File: src/rtl/pixel_pkg.sv
// Shared types and constants for the pixel prefetch path.
// Holds the fetch FSM state type, pixel/word widths and default colours.
package pixel_pkg;

    localparam int PIX_W  = 24;
    localparam int WORD_W = 48;

    localparam logic [PIX_W-1:0] BG_COLOR_DEF = 24'h000000;
    localparam logic [PIX_W-1:0] UF_COLOR_DEF = 24'hFF00FF;

    typedef enum logic [1:0] {
        IDLE  = 2'd0,
        FETCH = 2'd1,
        DRAIN = 2'd2
    } fetch_state_t;

endpackage

File: src/rtl/pixel_word_fifo.sv
// Word FIFO absorbing pixel-memory read latency.
// Ports: clk, rst_n, flush (empties the FIFO, wins over push/pop),
// push/din, pop/dout (head word), count, empty.
module pixel_word_fifo #(
    parameter  int WIDTH = 48,
    parameter  int DEPTH = 4,
    localparam int AW    = $clog2(DEPTH),
    localparam int CW    = AW + 1
) (
    input  logic             clk,
    input  logic             rst_n,
    input  logic             flush,
    input  logic             push,
    input  logic [WIDTH-1:0] din,
    input  logic             pop,
    output logic [WIDTH-1:0] dout,
    output logic [CW-1:0]    count,
    output logic             empty
);

    logic [WIDTH-1:0] mem [DEPTH];
    logic [AW-1:0]    wp;
    logic [AW-1:0]    rp;
    logic             do_push;
    logic             do_pop;

    assign empty   = (count == '0);
    assign dout    = mem[rp];
    assign do_push = push && (count != CW'(DEPTH));
    assign do_pop  = pop && !empty;

    always_ff @(posedge clk or negedge rst_n) begin
        if (!rst_n) begin
            wp    <= '0;
            rp    <= '0;
            count <= '0;
            for (int i = 0; i < DEPTH; i++) begin
                mem[i] <= '0;
            end
        end else if (flush) begin
            wp    <= '0;
            rp    <= '0;
            count <= '0;
        end else begin
            if (do_push) begin
                mem[wp] <= din;
                wp      <= wp + 1'b1;
            end
            if (do_pop) begin
                rp <= rp + 1'b1;
            end
            count <= count + CW'(do_push) - CW'(do_pop);
        end
    end

endmodule

File: src/rtl/pixel_prefetch.sv
// Prefetches packed pixel words ahead of DISP_EN and unpacks them to RGB.
// Ports: CLOCK_25, RST_N, FRAME_START, LINE_START, DISP_EN, MEM_Q in;
// MEM_ADDR, MEM_RDEN, RGB, DISP_EN_Q, UNDERFLOW, FRAME_HASH out.
// Optional macro PIXEL_HASH_EN builds the frame-signature accumulator.
module pixel_prefetch
    import pixel_pkg::*;
#(
    parameter int               IMG_W      = 8,
    parameter int               IMG_H      = 8,
    parameter int               ADDR_W     = 11,
    parameter int               MEM_LAT    = 2,
    parameter int               FIFO_DEPTH = 4,
    parameter logic [PIX_W-1:0] BG_COLOR   = BG_COLOR_DEF,
    parameter logic [PIX_W-1:0] UF_COLOR   = UF_COLOR_DEF
) (
    input  logic              CLOCK_25,
    input  logic              RST_N,
    input  logic              FRAME_START,
    input  logic              LINE_START,
    input  logic              DISP_EN,
    input  logic [WORD_W-1:0] MEM_Q,
    output logic [ADDR_W-1:0] MEM_ADDR,
    output logic              MEM_RDEN,
    output logic [PIX_W-1:0]  RGB,
    output logic              DISP_EN_Q,
    output logic              UNDERFLOW,
    output logic [31:0]       FRAME_HASH
);

    localparam int HALF = IMG_W / 2;
    localparam int RW   = $clog2(IMG_H + 1) + 1;
    localparam int CLW  = $clog2(IMG_W + 1);
    localparam int WCW  = $clog2(HALF + 1);
    localparam int CW   = $clog2(FIFO_DEPTH) + 1;
    localparam int OW   = $clog2(FIFO_DEPTH + MEM_LAT + 2) + 1;

    fetch_state_t      state;
    logic [RW-1:0]     row;
    logic [RW-1:0]     row_next;
    logic              row_ok;
    logic [ADDR_W-1:0] row_base;
    logic [ADDR_W-1:0] rd_addr;
    logic [WCW-1:0]    words;
    logic [CLW-1:0]    col;
    logic [MEM_LAT-1:0] vld;
    logic [OW-1:0]     inflight;
    logic              can_issue;

    logic              f_push;
    logic              f_pop;
    logic [WORD_W-1:0] f_head;
    logic [CW-1:0]     f_count;
    logic              f_empty;

    logic              in_img;
    logic              uf_evt;
    logic [PIX_W-1:0]  pix;

    // All-ones row means "no row"; the next LINE_START wraps it to 0.
    // Rows saturate at IMG_H so extra lines stay outside the image.
    always_comb begin
        if (FRAME_START) begin
            row_next = '0;
        end else if (row == RW'(IMG_H)) begin
            row_next = row;
        end else begin
            row_next = row + 1'b1;
        end
    end

    assign row_ok   = (row < RW'(IMG_H));
    assign row_base = ADDR_W'(row_next) * ADDR_W'(HALF);

    // Reads on the bus and in the latency pipe both count as in flight,
    // so FIFO space is reserved before a word can come back.
    always_comb begin
        inflight = OW'(MEM_RDEN);
        for (int i = 0; i < MEM_LAT; i++) begin
            inflight = inflight + OW'(vld[i]);
        end
    end

    assign can_issue = (OW'(f_count) + inflight) < OW'(FIFO_DEPTH);
    assign f_push    = vld[MEM_LAT-1] && !LINE_START;

    pixel_word_fifo #(
        .WIDTH (WORD_W),
        .DEPTH (FIFO_DEPTH)
    ) u_fifo (
        .clk   (CLOCK_25),
        .rst_n (RST_N),
        .flush (LINE_START),
        .push  (f_push),
        .din   (MEM_Q),
        .pop   (f_pop),
        .dout  (f_head),
        .count (f_count),
        .empty (f_empty)
    );

    always_ff @(posedge CLOCK_25 or negedge RST_N) begin
        if (!RST_N) begin
            state    <= IDLE;
            row      <= '1;
            words    <= '0;
            rd_addr  <= '0;
            MEM_ADDR <= '0;
            MEM_RDEN <= 1'b0;
            vld      <= '0;
        end else begin
            MEM_RDEN <= 1'b0;
            vld      <= (vld << 1) | MEM_LAT'(MEM_RDEN);
            if (FRAME_START && !LINE_START) begin
                row <= '1;
            end
            if (LINE_START) begin
                row     <= row_next;
                words   <= '0;
                rd_addr <= row_base;
                vld     <= '0;
                state   <= (row_next < RW'(IMG_H)) ? FETCH : IDLE;
            end else begin
                unique case (state)
                    FETCH: begin
                        if (can_issue) begin
                            MEM_RDEN <= 1'b1;
                            MEM_ADDR <= rd_addr;
                            rd_addr  <= rd_addr + 1'b1;
                            words    <= words + 1'b1;
                            if (words == WCW'(HALF - 1)) begin
                                state <= DRAIN;
                            end
                        end
                    end
                    DRAIN: begin
                        if (inflight == '0) begin
                            state <= IDLE;
                        end
                    end
                    default: begin
                    end
                endcase
            end
        end
    end

    // Column parity is the half-select: even columns show the low
    // pixel, odd columns the high pixel and release the word.
    always_comb begin
        in_img = DISP_EN && row_ok && (col < CLW'(IMG_W));
        pix    = BG_COLOR;
        f_pop  = 1'b0;
        uf_evt = 1'b0;
        if (in_img) begin
            if (f_empty) begin
                pix    = UF_COLOR;
                uf_evt = 1'b1;
            end else begin
                pix   = col[0] ? f_head[WORD_W-1:PIX_W]
                               : f_head[PIX_W-1:0];
                f_pop = col[0];
            end
        end
    end

    always_ff @(posedge CLOCK_25 or negedge RST_N) begin
        if (!RST_N) begin
            RGB       <= '0;
            DISP_EN_Q <= 1'b0;
            UNDERFLOW <= 1'b0;
            col       <= '0;
        end else begin
            DISP_EN_Q <= DISP_EN;
            RGB       <= DISP_EN ? pix : '0;
            if (FRAME_START) begin
                UNDERFLOW <= 1'b0;
            end else if (uf_evt) begin
                UNDERFLOW <= 1'b1;
            end
            if (LINE_START) begin
                col <= '0;
            end else if (in_img) begin
                col <= col + 1'b1;
            end
        end
    end

`ifdef PIXEL_HASH_EN
    logic [31:0] acc;

    always_ff @(posedge CLOCK_25 or negedge RST_N) begin
        if (!RST_N) begin
            acc        <= '0;
            FRAME_HASH <= '0;
        end else if (FRAME_START) begin
            FRAME_HASH <= acc;
            acc        <= '0;
        end else if (in_img) begin
            acc <= acc + 32'(pix);
        end
    end
`else
    assign FRAME_HASH = '0;
`endif

endmodule
File: config.mk
export PLATFORM = sky130hd
export DESIGN_NAME = pixel_prefetch
export DESIGN_NICKNAME = d
export VERILOG_FILES = /design/src/rtl/pixel_pkg.sv /design/src/rtl/pixel_word_fifo.sv /design/src/rtl/pixel_prefetch.sv
export SDC_FILE = /design/constraint.sdc
export NUM_CORES = 1
export LEC_CHECK = 0
export CAP_MARGIN = 40
export CORE_UTILIZATION = 30
export DETAILED_ROUTE_END_ITERATION = 6
export PLACE_DENSITY = 0.45
export SLEW_MARGIN = 10
export SYNTH_ARGS = -nofsm -noshare
export SYNTH_HDL_FRONTEND = slang
export SYNTH_SLANG_ARGS = --single-unit
File: constraint.sdc
create_clock -name CLOCK_25 -period 2.5 [get_ports CLOCK_25]
set_input_delay 0.75 -clock CLOCK_25 [delete_from_list [all_inputs] [get_ports CLOCK_25]]
set_output_delay 0.75 -clock CLOCK_25 [all_outputs]
set_load 0.02 [all_outputs]
-- Word-level counts from Yosys, hierarchy flattened
Cells that the tools add are included.
- flip-flop bits (word level): 264
- bits of input ports: 53
- output and inout bits: 70
- $add $sub $neg: 11
- bitwise logic cells: 4
- mux-type cells: 43
- equal/unequal tests: 8
- reductions and logical operators: 23
- magnitude comparators: 7
- operators by type and width (operator ; number):
    $bwmux W192 ; 1
    $mux W48 ; 3
    $bmux W48 S2 ; 1
    $demux W48 S2 ; 1
    $mux W24 ; 4
    $mux W11 ; 3
    $mux W5 ; 4
    $mux W2 ; 9
    $reduce_bool A2 Y1 ; 7
    $mux W3 ; 4
    $ne A3 B3 Y1 const B ; 4
    $add A11 B1 Y11 const B ; 1
    $lt A5 B4 Y1 const B ; 2
    $mux W1 ; 10
    $mux W4 ; 2
    $logic_and A1 B1 Y1 ; 7
    $ge A3 B3 Y1 const B ; 2
    $not A2 Y3 ; 2
    $add A5 B1 Y5 const B ; 1
    $eq A5 B4 Y1 const B ; 1
    $add A2 B1 Y2 const B ; 2
    $add A3 B3 Y4 ; 1
    $add A4 B1 Y4 const B ; 1
    $logic_not A4 Y1 ; 1
    20 further kinds ; 22

-- Logic depth before layout (Yosys ltp)
Gate-level depths: netlist of the first run.
- depth after elaboration: 8
- depth in mapped cells: 12

-- Cells and area by module
From an unflattened synthesis of the first run, not the netlist that was laid out.
- cells, all modules: 823
- area total of the unflattened synthesis: 12380.6 µm²
- modules (own cells, without submodules) (module ; times used ; cells an instance ; area each (µm²) ; sequential area each (µm²)):
    pixel_word_fifo ; 1 ; 510 ; 9051.2 ; 4979.8
    pixel_prefetch ; 1 ; 313 ; 3329.4 ; 1632.8

-- Worst setup path before layout of the first run
No wires, ideal clock.
- path type: in2reg
- start: input DISP_EN
- end: register u_fifo.count[2]
- path slack: -0.146 ns
- arrival time: 2.514 ns
- required time: 2.368 ns
- stages on the path: 11
- cells stage by stage: nor4b_2 nand3_1 inv_1 ha_1 inv_1 ha_1 inv_1 fa_1 xor2_1 xnor2_1 nor2_1
- longest elaborated chain between the ends: 6
- RTL lines (item ; RTL line ; RTL):
    start, declared ; pixel_prefetch.sv:20 ; input logic DISP_EN,
    $logic_and A1 B1 Y1 (2 in series) ; pixel_prefetch.sv:150 ; in_img = DISP_EN && row_ok && (col < CLW'(IMG_W));
    $mux W1 ; pixel_prefetch.sv:154 ; if (in_img) begin
    $logic_and A1 B1 Y1 ; pixel_word_fifo.sv:30 ; assign do_pop = pop && !empty;
    $sub A3 B1 Y3 ; pixel_word_fifo.sv:52 ; count <= count + CW'(do_push) - CW'(do_pop);
    $mux W3 ; pixel_word_fifo.sv:40 ; end else if (flush) begin
    end signal, assigned ; pixel_word_fifo.sv:52 ;
    end, declared ; pixel_word_fifo.sv:17 ; output logic [CW-1:0] count,
Every way passes these cells.
A chain may end at the register's enable or synchronous reset.

-- Final worst setup path of the first run
- start: register MEM_RDEN
- end: output MEM_RDEN
- RTL lines (item ; RTL line ; RTL):
    start, declared ; pixel_prefetch.sv:23 ; output logic MEM_RDEN,
    start signal, assigned ; pixel_prefetch.sv:108 ; MEM_RDEN <= 1'b0;
    start signal, assigned ; pixel_prefetch.sv:111 ; MEM_RDEN <= 1'b0;
    start signal, assigned ; pixel_prefetch.sv:126 ; MEM_RDEN <= 1'b1;
No word-level cell between the ends.

==> impl_results.md, run 1 <==
* Status: finished clean
* Fin nets at 1028
* Synth Register Bits at 264
* Syn avg cell area at 14.12 sq um
* # rows at 72
* # port buffers at 90
* DRT Pass-1 Iters at 4
* TNS Setup at 0 ps
* Post-synth EDFFs at 0
* Switching portion of total power at 0.2467
* Width of the die at 201.0 microns
* CTS tree: yes
* Total number of vias at 6903
* Total of max-cap violations at 0
* Setup violations, final at 0
* Boundary Pins at 123
* Hold Fails Final Rpt at 0
* Most common cell after layout, fill and taps aside: dfrtp_1
* Grt ovf at 0
* Final instance area at 14660 sq um
* CORE AREA at 38830 sq um
* Clock power share at 0.407
* GRT Total Usage at 0.1406
* Vias in the first global route at 7591
* Hold/Removal Path Class: primary input to async pin
* Initial core utilization at 0.3059
* Layout Skew at 14.89 ps
* Pin count of the biggest net entering global routing at 85
* Internal at 0.008270 W
* Critical path arrival at 1650 ps
* Root Driver: clkbuf_16
* Total Routed Length at 27270 microns
* TritonCTS buffer count at 31
* Final HPWL from detailed placement at 17850 microns
* Final Wtd Congestion at 0.7029
* Area of the mapped netlist at 11880 sq um
* Fin crit share at 0.9614
* F_max at 416.0 MHz
* Total die area at 40400 sq um
* CTS Buffer Depth at 3
* Vias per Instance at 4.590
* Synth Flop Type: dfrtp_1
* LEAKAGE at 6.766 nW
* Post-synthesis sequential area ratio at 0.5567
* Drt drc at 0
* Initial antenna violation count at 4
* Proportion of power drawn by flip-flops and latches at 0.451
* DRT iter0 DRCs at 221
* First-pass GRT wire length at 44430 microns
* RSZ-0062 raised after global routing: false
* Die height at 201.0 microns
* Sw Pwr at 0.002709 W
* Crit-path max FO at 2
* Setup crit end kind: primary output
* Ratio of cells with drive above 1 in the final layout at 0.3605
* Worst skew pair latency at 560 ps
* Setup CP Type: flop to primary output
* Clk sinks at 264
* Crit path required time at 1750 ps
* Most frequent cells in the layout: dfrtp_1, mux2_2, clkdlybuf4s50_1
* Tmin final at 2404 ps
* Max Slew Vio Count at 0
* Power per cell area at 748.8 nW/um^2
* Comb pwr share at 0.142
* Synth cell types at 49
* Clk slew on worst S/H paths at 60 ps
* Area Overhead vs Synth at 23.43%
* Area post-placement at 13620 sq um
* Routed Antenna Nets at 0
* YS warnings at 0
* Routed wire length per instance at 18.13 microns
* Synthesized instance count at 841
* Async S/R FF share, synth at 1.000
* H-tree depth at 1
* Peak VDD IR at 0.5180 mV
* Worst setup SP type: flop
final cells by class:
type                            count  area (sq um)
Multi-Input combinational cell    514          4885
Fill cell                        3711         24170
Sequential cell                   264          6618
Tap cell                          518         648.1
Inverter                           13         48.80
Clock buffer                       46         902.1
Antenna cell                        4         10.01
Clock inverter                      9         108.9
Timing Repair Buffer              136          1441
worst paths after layout:
| check | startpoint | endpoint | slack (ps) | depth (start not counted) |
|---|---|---|---|---|
| min reg2reg | u_fifo.mem[95]$_DFFE_PN0P_ | u_fifo.mem[95]$_DFFE_PN0P_ | 490 | 1 |
| min in group CLOCK_25 | DISP_EN | DISP_EN_Q$_DFF_PN0_ | 390 | 1 |
| max in group asynchronous | RST_N | u_fifo.mem[152]$_DFFE_PN0P_ | 1670 | 2 |
| max | MEM_RDEN$_DFF_PN0_ | MEM_RDEN | 100 | 2 |
| min | RST_N | u_fifo.mem[45]$_DFFE_PN0P_ | 50 | 1 |
| max reg2reg | MEM_RDEN$_DFF_PN0_ | MEM_ADDR[4]$_DFFE_PN0P_ | 140 | 7 |
flip-flops by register name, summed over array words and instances, names as in the netlist, 2 cells and up:
signal	flops
state	2
words	3
col	4
row	5
u_fifo.count	3
MEM_ADDR	11
vld	2
rd_addr	11
u_fifo.mem	192
u_fifo.wp	2
RGB	24
u_fifo.rp	2
worst max-delay path, cell delays in order (launching register included):
cell	delay, ps
dfrtp_1	380
buf_4	130
clkdlybuf4s50_1	590
cell usage after synthesis (all sizes together) (6+ instances only):
cell type / instances / area, sq um
nand4: 6 / 37.54
a31oi: 7 / 43.79
a21oi: 31 / 166.4
nor2: 22 / 82.58
mux4: 39 / 878.3
nand3: 11 / 55.05
dfrtp: 259 / 6481
xnor2: 6 / 52.55
xor2: 9 / 78.83
inv: 13 / 48.79
mux2: 204 / 2331
clkbuf: 15 / 56.30
nand2: 57 / 216.5
mux2i: 18 / 180.2
ha: 13 / 162.7
buf: 66 / 416.6
o21ai: 9 / 45.04
o22ai: 10 / 62.56
power by group through the flow:
stage | Sequential (W) | Combinational, W | Clock, W
2_1_floorplan | 0.00503 | 0.000980 | 0
4_1_cts | 0.00495 | 0.00160 | 0.00464
3_3_place_gp | 0.00502 | 0.00158 | 0
5_1_grt | 0.00501 | 0.00171 | 0.00483
6_report | 0.00495 | 0.00156 | 0.00447
3_5_place_dp | 0.00502 | 0.00160 | 0
cells by family after synthesis:
family / count (synthesis) / synth area share
muxes: 261 / 0.2853
DFF: 264 / 0.5567
AOI/OAI and AO/OA: 71 / 0.03634
buffers and inverters: 94 / 0.04392
and+or+nand+nor: 120 / 0.04929
other: 1 / 0.0003157
xor gates and xnor gates: 15 / 0.01106
adders and majority gates: 15 / 0.01706
metrics by stage:
| stage | util | std cells | power, W | setup slack, ps | hold slack [ps] |
|---|---|---|---|---|---|
| 2_1_floorplan | - | 872 | 0.006012 | 8.982 | 454.4 |
| 3_3_place_gp | 0.3508 | 1443 | 0.006599 | -458.9 | 470.6 |
| 3_5_place_dp | 0.3508 | 1443 | 0.006619 | -474.3 | 480.5 |
| 4_1_cts | 0.3768 | 1498 | 0.01119 | 49.21 | 35.63 |
| 5_1_grt | 0.3775 | 1502 | 0.01155 | 4.656 | 43.37 |
| 6_report | 0.3776 | 1504 | 0.01098 | 96.38 | 54.74 |
per-layer routing:
metal | track usage | vias to the layer above | wire [microns]
li1 | - | 3204 | -
met1 | 0.1885 | 3547 | 12390
met2 | 0.2287 | 108 | 13140
met3 | 0.02760 | 42 | 1148
met4 | 0.04389 | 2 | 589
met5 | 0 | - | 10
timing repair:
action / in CTS / in global routing
resized for setup: 0 / 2
buffers inserted: 0 / 2
hold buffers: 0 / 0
endpoints found under the setup margin: 0 / 11
No activity file was read; power rests on OpenSTA's default activity.
==> inputs of run 2 (changes only) <==
CORE_ASPECT_RATIO = 2   (was unset)
==> run 2 against run 1 <==
Wire length grew 6.5%. Utilization fell by 0.18 points. Via count rose by 0.90%. Global-route usage increased by 0.99 points. Largest cell class unchanged.
==> impl_results.md, run 2 (synthesis results as in run 1) <==
* Status: finished clean
* # port buffers at 90 (unchanged)
* Final HPWL from detailed placement at 19710 microns (+10%)
* Worst setup SP type: flop
* GRT Total Usage at 0.1505 (+0.009866)
* Pin count of the biggest net entering global routing at 64 (-25%)
* Drt drc at 0 (unchanged)
* Setup violations, final at 0 (unchanged)
* Initial antenna violation count at 0 (-4)
* Width of the die at 142.7 microns (-29%)
* Comb pwr share at 0.144 (+0.002)
* Total die area at 40440 sq um (+0.12%)
* Max Slew Vio Count at 0 (unchanged)
* Crit path required time at 2920 ps (+1170 ps)
* Ratio of cells with drive above 1 in the final layout at 0.3637 (+0.003241)
* DRT iter0 DRCs at 235 (+6.3%)
* Total Power at 0.01097 W (about the same)
* First-pass GRT wire length at 46090 microns (+3.7%)
* Total number of vias at 6965 (+0.90%)
* Hold/Removal Path Class: primary input to async pin
* Layout Skew at 24.50 ps (+9.606 ps)
* Proportion of power drawn by flip-flops and latches at 0.451 (about the same)
* LEAKAGE at 6.756 nW (-0.14%)
* Storage cell area at 6618 sq um (unchanged)
* Flip-flop count of the largest register after layout at 192 (unchanged)
* Most frequent cells in the layout: dfrtp_1, mux2_2, clkdlybuf4s50_1
* Peak VDD IR at 0.5317 mV (+2.6%)
* CTS Buffer Depth at 3 (unchanged)
* Clk slew on worst S/H paths at 70 ps (about the same)
* Grt ovf at 0 (unchanged)
* Routed wire length per instance at 19.42 microns (+7.1%)
* Vias in the first global route at 7688 (+1.3%)
* Most common cell after layout, fill and taps aside: dfrtp_1
* Setup crit end kind: flop
* Die height at 283.4 microns (+41%)
* F_max at 421.6 MHz (+1.3%)
* Tmin final at 2372 ps (-31.45 ps)
* Vias per Instance at 4.656 (+1.4%)
* Internal at 0.008298 W (+0.33%)
* N_diodes at 0 (-4)
* # fillers at 3706 (-0.13%)
* Sw Pwr at 0.002672 W (-1.4%)
* Routed Antenna Nets at 0 (unchanged)
* Fin crit share at 0.9489 (-0.01258)
* Boundary Pins at 123 (unchanged)
* DRT Pass-1 Iters at 4 (unchanged)
* Critical path arrival at 2790 ps (+1140 ps)
* CORE AREA at 38920 sq um (+0.25%)
* RSZ-0062 raised after global routing: false
* Total of max-cap violations at 0 (unchanged)
* Clk sinks at 264 (unchanged)
* Initial core utilization at 0.3052 (-0.0007671)
* Relative slew slack at 0.6650
* Final Wtd Congestion at 0.6883 (-2.1%)
* Worst skew pair latency at 550 ps (about the same)
* Switching portion of total power at 0.2436 (-0.003174)
* Root Driver: clkbuf_16
* Biggest register: u_fifo.mem
* Crit-path max FO at 11 (+9)
* Clock power share at 0.404 (-0.003)
* Largest regs: u_fifo.mem x192, RGB x24
* Util after Layout at 0.3758 (-0.001782)
* Total Routed Length at 29050 microns (+6.5%)
* Setup CP Type: flop to flop
* Power per cell area at 749.8 nW/um^2 (+0.13%)
* Fin nets at 1025 (-0.29%)
* Area of the multi-input gates at 4895 sq um (+0.20%)
* TritonCTS buffer count at 27 (-13%)
* Tightest Pin Transition at 501.0 ps
* CTS tree: yes
* H-tree depth at 1 (unchanged)
* Hold Fails Final Rpt at 0 (unchanged)
* # rows at 102 (+42%)
* Area Overhead vs Synth at 23.15%
## run 2: changes by cell type in the layout (fill, tap and decap cells not counted), moves of 2 or more
cell       delta
diode_2       -4
inv_6         -2
clkbuf_16     -4
clkbuf_1      -4
bufinv_16     +3
## run 2: cell type report
type	count	area share
Timing Repair Buffer	137	0.09904
Inverter	13	0.003336
Clock buffer	38	0.05380
Multi-Input combinational cell	514	0.3346
Sequential cell	264	0.4524
Tap cell	520	0.04447
Clock inverter	10	0.01240
## run 2: routing by layer
layer  up-vias  GRT usage  wire length, microns
met5         -          0                     0
met4         0    0.05161                   737
met3        36    0.01519                   780
met2       125     0.2870                 16320
met1      3624     0.1698                 11210
li1       3180          -                     -
## run 2: worst paths after layout
check                                                 from                          to  slack, ps  cells after the start
worst max-delay path                    MEM_RDEN$_DFF_PN0_     MEM_ADDR[8]$_DFFE_PN0P_        130                      8
worst min-delay path                                 RST_N      rd_addr[1]$_DFFE_PN0P_         90                      1
worst max register to register          MEM_RDEN$_DFF_PN0_     MEM_ADDR[8]$_DFFE_PN0P_        130                      8
worst min register to register  u_fifo.mem[95]$_DFFE_PN0P_  u_fifo.mem[95]$_DFFE_PN0P_        490                      1
max in group asynchronous                            RST_N  u_fifo.mem[53]$_DFFE_PN0P_       1720                      2
min in group CLOCK_25                              DISP_EN         DISP_EN_Q$_DFF_PN0_        380                      1
## run 2: critical path, cell delays in order, from the launching register on
cell and delay, ps:
dfrtp_1 420, fa_2 410, ha_2 190, nor4b_4 300, buf_4 150, nand2_2 50
or2_4 250, buf_12 150, mux2_4 300
## run 2: stage by stage
stage	instances	cell area, sq um	hold slack (ps)	setup TNS, ps	setup WS (ps)
CTS	1495	14610	76.12	0	11.88
floorplan	872	12010	454.4	0	8.982
finish	1496	14630	88.08	0	127.8
detailed placement	1447	13640	482.0	-906.1	-501.5
global placement	1447	13640	471.1	-781.1	-457.9
global route	1496	14630	95.28	0	18.03
## run 2: what timing repair did
action                     CTS  global route
buffers inserted             0             1
hold buffers                 0             0
gates resized for setup      0             5
setup endpoints to repair    0             6
## run 2: power by group through the flow
| stage | clock (W) | combinational, W | sequential, W |
|---|---|---|---|
| 2_1_floorplan | 0 | 0.000980 | 0.00503 |
| 3_3_place_gp | 0 | 0.00160 | 0.00503 |
| 3_5_place_dp | 0 | 0.00162 | 0.00504 |
| 4_1_cts | 0.00460 | 0.00163 | 0.00496 |
| 5_1_grt | 0.00474 | 0.00174 | 0.00501 |
| 6_report | 0.00443 | 0.00158 | 0.00495 |
